File: src/rtl/event_monitor_pkg.sv
// Shared types, parameter limits and helpers for the event monitor.
package event_monitor_pkg;

    typedef enum logic [1:0] {
        MODE_OFF  = 2'b00,
        MODE_RISE = 2'b01,
        MODE_FALL = 2'b10,
        MODE_BOTH = 2'b11
    } edge_mode_e;

    typedef enum logic {
        ARM_FILL  = 1'b0,
        ARM_ARMED = 1'b1
    } arm_state_e;

    localparam int NUM_CH_MIN      = 1;
    localparam int NUM_CH_MAX      = 32;
    localparam int CNT_W_MIN       = 2;
    localparam int CNT_W_MAX       = 32;
    localparam int SYNC_STAGES_MIN = 2;
    localparam int SYNC_STAGES_MAX = 4;
    localparam int FILL_CNT_W      = 3;

    // Largest value a CNT_W-bit counter can hold before it saturates.
    function automatic logic [31:0] cnt_max(input int w);
        if (w >= 32)
            return 32'hFFFF_FFFF;
        else
            return (32'd1 << w) - 32'd1;
    endfunction

endpackage

File: src/rtl/event_monitor_chan.sv
// One monitor channel: synchroniser, edge detect, qualifier, saturating counter and sticky flags.
module event_chan
    import event_monitor_pkg::*;
#(
    parameter int CNT_W       = 8,
    parameter int SYNC_STAGES = 2
) (
    input  logic             clk,
    input  logic             reset,
    input  logic             armed,
    input  logic             sig_in,
    input  logic             qual_en,
    input  logic [1:0]       mode,
    input  logic             clr,
    output logic             evt_hit,
    output logic             evt_pulse,
    output logic             pending,
    output logic [CNT_W-1:0] count,
    output logic             overflow
);

    localparam logic [CNT_W-1:0] CNT_MAX = CNT_W'(cnt_max(CNT_W));

    logic [SYNC_STAGES-1:0] sync_reg;
    logic                   prev_reg;
    logic                   evt_pulse_reg;
    logic                   pending_reg, pending_next;
    logic [CNT_W-1:0]       count_reg, count_next;
    logic                   overflow_reg, overflow_next;

    logic       sync_s;
    logic       rise, fall, edge_match;
    edge_mode_e mode_e;

    assign sync_s = sync_reg[SYNC_STAGES-1];
    assign rise   = sync_s & ~prev_reg;
    assign fall   = ~sync_s & prev_reg;
    assign mode_e = edge_mode_e'(mode);

    always_comb begin
        edge_match = 1'b0;
        case (mode_e)
            MODE_RISE: edge_match = rise;
            MODE_FALL: edge_match = fall;
            MODE_BOTH: edge_match = rise | fall;
            default:   edge_match = 1'b0;
        endcase
    end

    assign evt_hit = armed & qual_en & edge_match;

    // A qualified event in the same cycle as a clear wins: the channel restarts at one.
    always_comb begin
        pending_next  = pending_reg;
        count_next    = count_reg;
        overflow_next = overflow_reg;
        if (clr) begin
            pending_next  = evt_hit;
            count_next    = evt_hit ? CNT_W'(1) : '0;
            overflow_next = 1'b0;
        end else if (evt_hit) begin
            pending_next = 1'b1;
            if (count_reg == CNT_MAX)
                overflow_next = 1'b1;
            else
                count_next = count_reg + CNT_W'(1);
        end
    end

    always_ff @(posedge clk or posedge reset) begin
        if (reset) begin
            sync_reg      <= '0;
            prev_reg      <= 1'b0;
            evt_pulse_reg <= 1'b0;
            pending_reg   <= 1'b0;
            count_reg     <= '0;
            overflow_reg  <= 1'b0;
        end else begin
            sync_reg      <= {sync_reg[SYNC_STAGES-2:0], sig_in};
            prev_reg      <= sync_s;
            evt_pulse_reg <= evt_hit;
            pending_reg   <= pending_next;
            count_reg     <= count_next;
            overflow_reg  <= overflow_next;
        end
    end

    assign evt_pulse = evt_pulse_reg;
    assign pending   = pending_reg;
    assign count     = count_reg;
    assign overflow  = overflow_reg;

endmodule

File: src/rtl/event_monitor.sv
// Multi-channel edge/event monitor: shared arm FSM, per-channel monitors and a registered any-event flag.
module event_monitor
    import event_monitor_pkg::*;
#(
    parameter int NUM_CH      = 4,
    parameter int CNT_W       = 8,
    parameter int SYNC_STAGES = 2
) (
    input  logic                    clk,
    input  logic                    reset,
    input  logic [NUM_CH-1:0]       sig_in,
    input  logic [NUM_CH-1:0]       qual_en,
    input  logic [2*NUM_CH-1:0]     mode,
    input  logic [NUM_CH-1:0]       clr,
    output logic [NUM_CH-1:0]       evt_pulse,
    output logic [NUM_CH-1:0]       pending,
    output logic [CNT_W*NUM_CH-1:0] count,
    output logic [NUM_CH-1:0]       overflow,
    output logic                    any_evt,
    output logic                    armed
);

    if (NUM_CH < NUM_CH_MIN || NUM_CH > NUM_CH_MAX ||
        CNT_W < CNT_W_MIN || CNT_W > CNT_W_MAX ||
        SYNC_STAGES < SYNC_STAGES_MIN || SYNC_STAGES > SYNC_STAGES_MAX) begin : g_param_err
        $error("event_monitor: parameter out of range");
    end

    arm_state_e            state_reg, state_next;
    logic [FILL_CNT_W-1:0] fill_cnt_reg, fill_cnt_next;
    logic                  any_evt_reg;
    logic [NUM_CH-1:0]     evt_hit;

    // Hold detection off until the synchroniser and previous-value flop carry real input levels.
    always_comb begin
        state_next    = state_reg;
        fill_cnt_next = fill_cnt_reg;
        case (state_reg)
            ARM_FILL: begin
                if (fill_cnt_reg == FILL_CNT_W'(SYNC_STAGES))
                    state_next = ARM_ARMED;
                else
                    fill_cnt_next = fill_cnt_reg + FILL_CNT_W'(1);
            end
            default: state_next = ARM_ARMED;
        endcase
    end

    always_ff @(posedge clk or posedge reset) begin
        if (reset) begin
            state_reg    <= ARM_FILL;
            fill_cnt_reg <= '0;
        end else begin
            state_reg    <= state_next;
            fill_cnt_reg <= fill_cnt_next;
        end
    end

    assign armed = (state_reg == ARM_ARMED);

    for (genvar gi = 0; gi < NUM_CH; gi++) begin : g_chan
        event_chan #(
            .CNT_W       (CNT_W),
            .SYNC_STAGES (SYNC_STAGES)
        ) u_chan (
            .clk       (clk),
            .reset     (reset),
            .armed     (armed),
            .sig_in    (sig_in[gi]),
            .qual_en   (qual_en[gi]),
            .mode      (mode[2*gi +: 2]),
            .clr       (clr[gi]),
            .evt_hit   (evt_hit[gi]),
            .evt_pulse (evt_pulse[gi]),
            .pending   (pending[gi]),
            .count     (count[CNT_W*gi +: CNT_W]),
            .overflow  (overflow[gi])
        );
    end

    always_ff @(posedge clk or posedge reset) begin
        if (reset)
            any_evt_reg <= 1'b0;
        else
            any_evt_reg <= |evt_hit;
    end

    assign any_evt = any_evt_reg;

endmodule

File: config.mk
export PLATFORM = sky130hd
export DESIGN_NAME = event_monitor
export DESIGN_NICKNAME = d
export VERILOG_FILES = /design/src/rtl/event_monitor_pkg.sv /design/src/rtl/event_monitor_chan.sv /design/src/rtl/event_monitor.sv
export SDC_FILE = /design/constraint.sdc
export NUM_CORES = 1
export LEC_CHECK = 0
export BUFFER_PORTS_ARGS = -buffer_cell sky130_fd_sc_hd__buf_2
export CAP_MARGIN = 30
export CORE_MARGIN = 8
export CORE_UTILIZATION = 45
export CTS_CLUSTER_DIAMETER = 50
export DETAILED_ROUTE_END_ITERATION = 10
export HOLD_SLACK_MARGIN = 0.02
export PLACE_DENSITY_LB_ADDON = 0.15
export SYNTH_ARGS = -nofsm -noshare
export SYNTH_HDL_FRONTEND = slang
export SYNTH_SLANG_ARGS = --single-unit
File: constraint.sdc
create_clock -name clk -period 2.31 [get_ports clk]
set_input_delay 0.1155 -clock clk [delete_from_list [all_inputs] [get_ports clk]]
set_output_delay 0.1155 -clock clk [all_outputs]
set_load 0.1 [all_outputs]
==> results.json <==
{
  "status": "finished, final reports clean",
  "yosys.area.top_type": "dfrtp_1",
  "critPathMaxFanout": 13,
  "grt_pass1_vias": 2457,
  "design_area_um2": 3580,
  "clockBufferDepth": 2,
  "grt_max_degree": 33,
  "holdWs_ns": 0.0842,
  "cp-end-kind": "flip-flop",
  "max-cap-violations": 0,
  "wl_um": 6650,
  "crit_start": "g_chan[1].u_chan.prev_reg",
  "gp_congestion": 0.780,
  "postSynth.asyncResetShare": 1.00,
  "regToRegStartpoint": "g_chan[1].u_chan.prev_reg",
  "synth_seq_cells": 61,
  "mostFrequentLayoutCells": "buf_2 (67), dfrtp_1 (60), a21oi_1 (32)",
  "via_per_inst": 5.41,
  "die_h_um": 97.9,
  "slowest_delay_ns": 0.55,
  "ant_nets": 0,
  "fin_nets": 404,
  "setup_viol": 0,
  "r2r_end": "g_chan[1].u_chan.count[4]",
  "first_iter_violations": 63,
  "wl_per_cell_um": 14.7,
  "ys_warn_count": 0,
  "drive_gt1_frac": 0.241,
  "criticalPathCategory": "reg -> reg",
  "cp_cell_sequence": "inv_1, ha_1, nand2b_1, a311o_1, or4_1, a21oi_1",
  "fin_crit_sh": 0.900,
  "cts_tree": "yes",
  "clock-sinks": 61,
  "clkSlewWorstSetupHoldPaths_ns": 0.07,
  "grt_pass1_wl_um": 11500,
  "synth.avg_cell_area_um2": 10.0,
  "ys.flop_type": "dfrtp_1",
  "core-area_um2": 6640,
  "use_met2": 0.232,
  "htree_levels": 3,
  "syn_inst": 302,
  "largest_reg_flops": 32,
  "overflow": 0,
  "worstMarginPinSlew_ns": 0.660,
  "synthTopCellsByArea": "dfrtp_1 (51%), ha_1 (5.8%), a21oi_1 (5.3%)",
  "area_growth_pct": 18.7,
  "drt_drc_violations_left": 0,
  "initial_core_util": 0.454,
  "slowest_stage": "or4_1",
  "synth_top_area_share": 0.506,
  "n_antenna_cell": 0,
  "fp.dieArea_um2": 9590,
  "grt_busiest_layer": "met2",
  "io_buffers": 67,
  "cp.arrival_ns": 2.33,
  "first_pass_iters": 4,
  "worstPathRequired_ns": 2.56,
  "use_met1": 0.176,
  "postCtsResizedCells": 0,
  "num_vias": 2450,
  "powerDensity_nw_per_um2": 655,
  "syn-cell-area_um2": 3020,
  "max_freq_mhz": 481,
  "root_buffer": "clkbuf_8",
  "hpwl_um": 4640,
  "leakagePower_nw": 1.69,
  "grt_use_total": 0.147,
  "layout_commonest_cell": "buf_2",
  "met3_usage": 0.0455,
  "ioPinCount": 68,
  "r2r.worst_path.cells": 6,
  "rsz0062_at_grt": "false",
  "reg2reg_slack_ns": 0.23,
  "final.min_clock_period_ns": 2.08,
  "ir_drop_mv": 0.419,
  "hold_path_class": "in -> reg",
  "slew_violations": 0,
  "fin_skew_ns": 0.00729,
  "seq_area_frac_synth": 0.506,
  "cp-start-kind": "flip-flop",
  "antenna_found_initial": 0,
  "crit_end": "g_chan[1].u_chan.count[4]",
  "yosysUniqueCellTypes": 42,
  "cts_buffers": 9,
  "die_w_um": 97.9,
  "clk_latency_ns": 0.33,
  "num_rows": 30,
  "placed_area_um2": 3370,
  "hold_viol": 0,
  "fin_tns_setup_ns": 0,
  "syn_nets": 338,
  "synth_edf_count": 0,
  "maxSlewHeadroom": 0.559
}
-- where the power goes --
group	internal (W)	switching [W]	leakage [nW]	total, W
combinational	0.0000849	0.000313	0.809	0.000398
sequential	0.00111	0.0000303	0.797	0.00114
clock	0.000417	0.000397	0.0844	0.000814
total	0.00161	0.000740	1.69	0.00235
-- layer usage --
metal	part of all wire	routed length (um)	vias to the layer above
li1	-	-	1214
met1	0.47	3120	1182
met5	0	0	-
met3	0.040	269	9
met4	0.019	129	0
met2	0.47	3130	45
-- logic make-up after synthesis --
| family | synth area share |
|---|---|
| XOR/XNOR | 0.00580 |
| adder cells (fa/ha/maj) | 0.0580 |
| AND/OR/NAND/NOR | 0.181 |
| buffers and inverters | 0.0779 |
| flip-flops | 0.506 |
| AO/OA/AOI/OAI | 0.161 |
| multiplexers | 0.0104 |
-- synthesized netlist by cell type, types with 2 or more instances --
master / n
dfrtp_1: 61
a21oi_1: 32
inv_1: 24
nor2_1: 17
ha_1: 14
nand3_1: 14
or4_1: 14
o31ai_1: 13
buf_4: 12
nand2_1: 12
nand2b_1: 11
o21ai_0: 10
clkbuf_1: 8
nor2b_1: 8
nand4_1: 6
o41ai_1: 5
or3_1: 5
a311o_1: 3
a311oi_1: 3
and3_1: 3
nor4_1: 3
a211oi_1: 2
mux2i_1: 2
xnor2_1: 2
-- metrics by stage --
step                      power [W]   util  cells  setup slack (ns)
after floorplan             0.00148      -    302            0.0640
after global placement      0.00155  0.508    432             0.260
after detailed placement    0.00155  0.508    432             0.241
after CTS                   0.00239  0.540    453             0.214
after global routing        0.00246  0.540    453            0.0594
final                       0.00235  0.540    453             0.230
-- repair_timing --
action / 4_1_cts / 5_1_grt
hold buffers: 5 / 0
endpoints found under the hold margin: 33 / 0
setup endpoints to repair: 0 / 0
setup buffers: 0 / 0
-- how the worst min path moves through the flow --
stage,start,to,slack [ns],depth (start not counted)
finish,clr[1],g_chan[1].u_chan.count[5],0.08,2
global route,clr[1],g_chan[1].u_chan.count[6],0.09,2
CTS,clr[1],g_chan[1].u_chan.count[6],0.08,2
detailed placement,sig_in[0],g_chan[0].u_chan.sync_reg[0],0.23,1
global placement,sig_in[0],g_chan[0].u_chan.sync_reg[0],0.22,1
floorplan,sig_in[0],g_chan[0].u_chan.sync_reg[0],0.15,0
-- layout make-up --
class | instances | area, um2
repair buffers | 78 | 443
multi-input cells | 193 | 1260
well taps | 80 | 100
clock inverters | 2 | 10.0
inverters | 25 | 93.8
flip-flops and latches | 61 | 1530
clock buffers | 14 | 153
fillers | 617 | 3060
-- worst max-delay path: cells and delay by family (launching register included) --
kind,cells,cell delay [ns]
buffers and inverters,1,0.05
flip-flops,1,0.36
adder cells (fa/ha/maj),1,0.27
AO/OA/AOI/OAI,2,0.63
AND/OR/NAND/NOR,2,0.69
(Power assumes the default switching activity.)
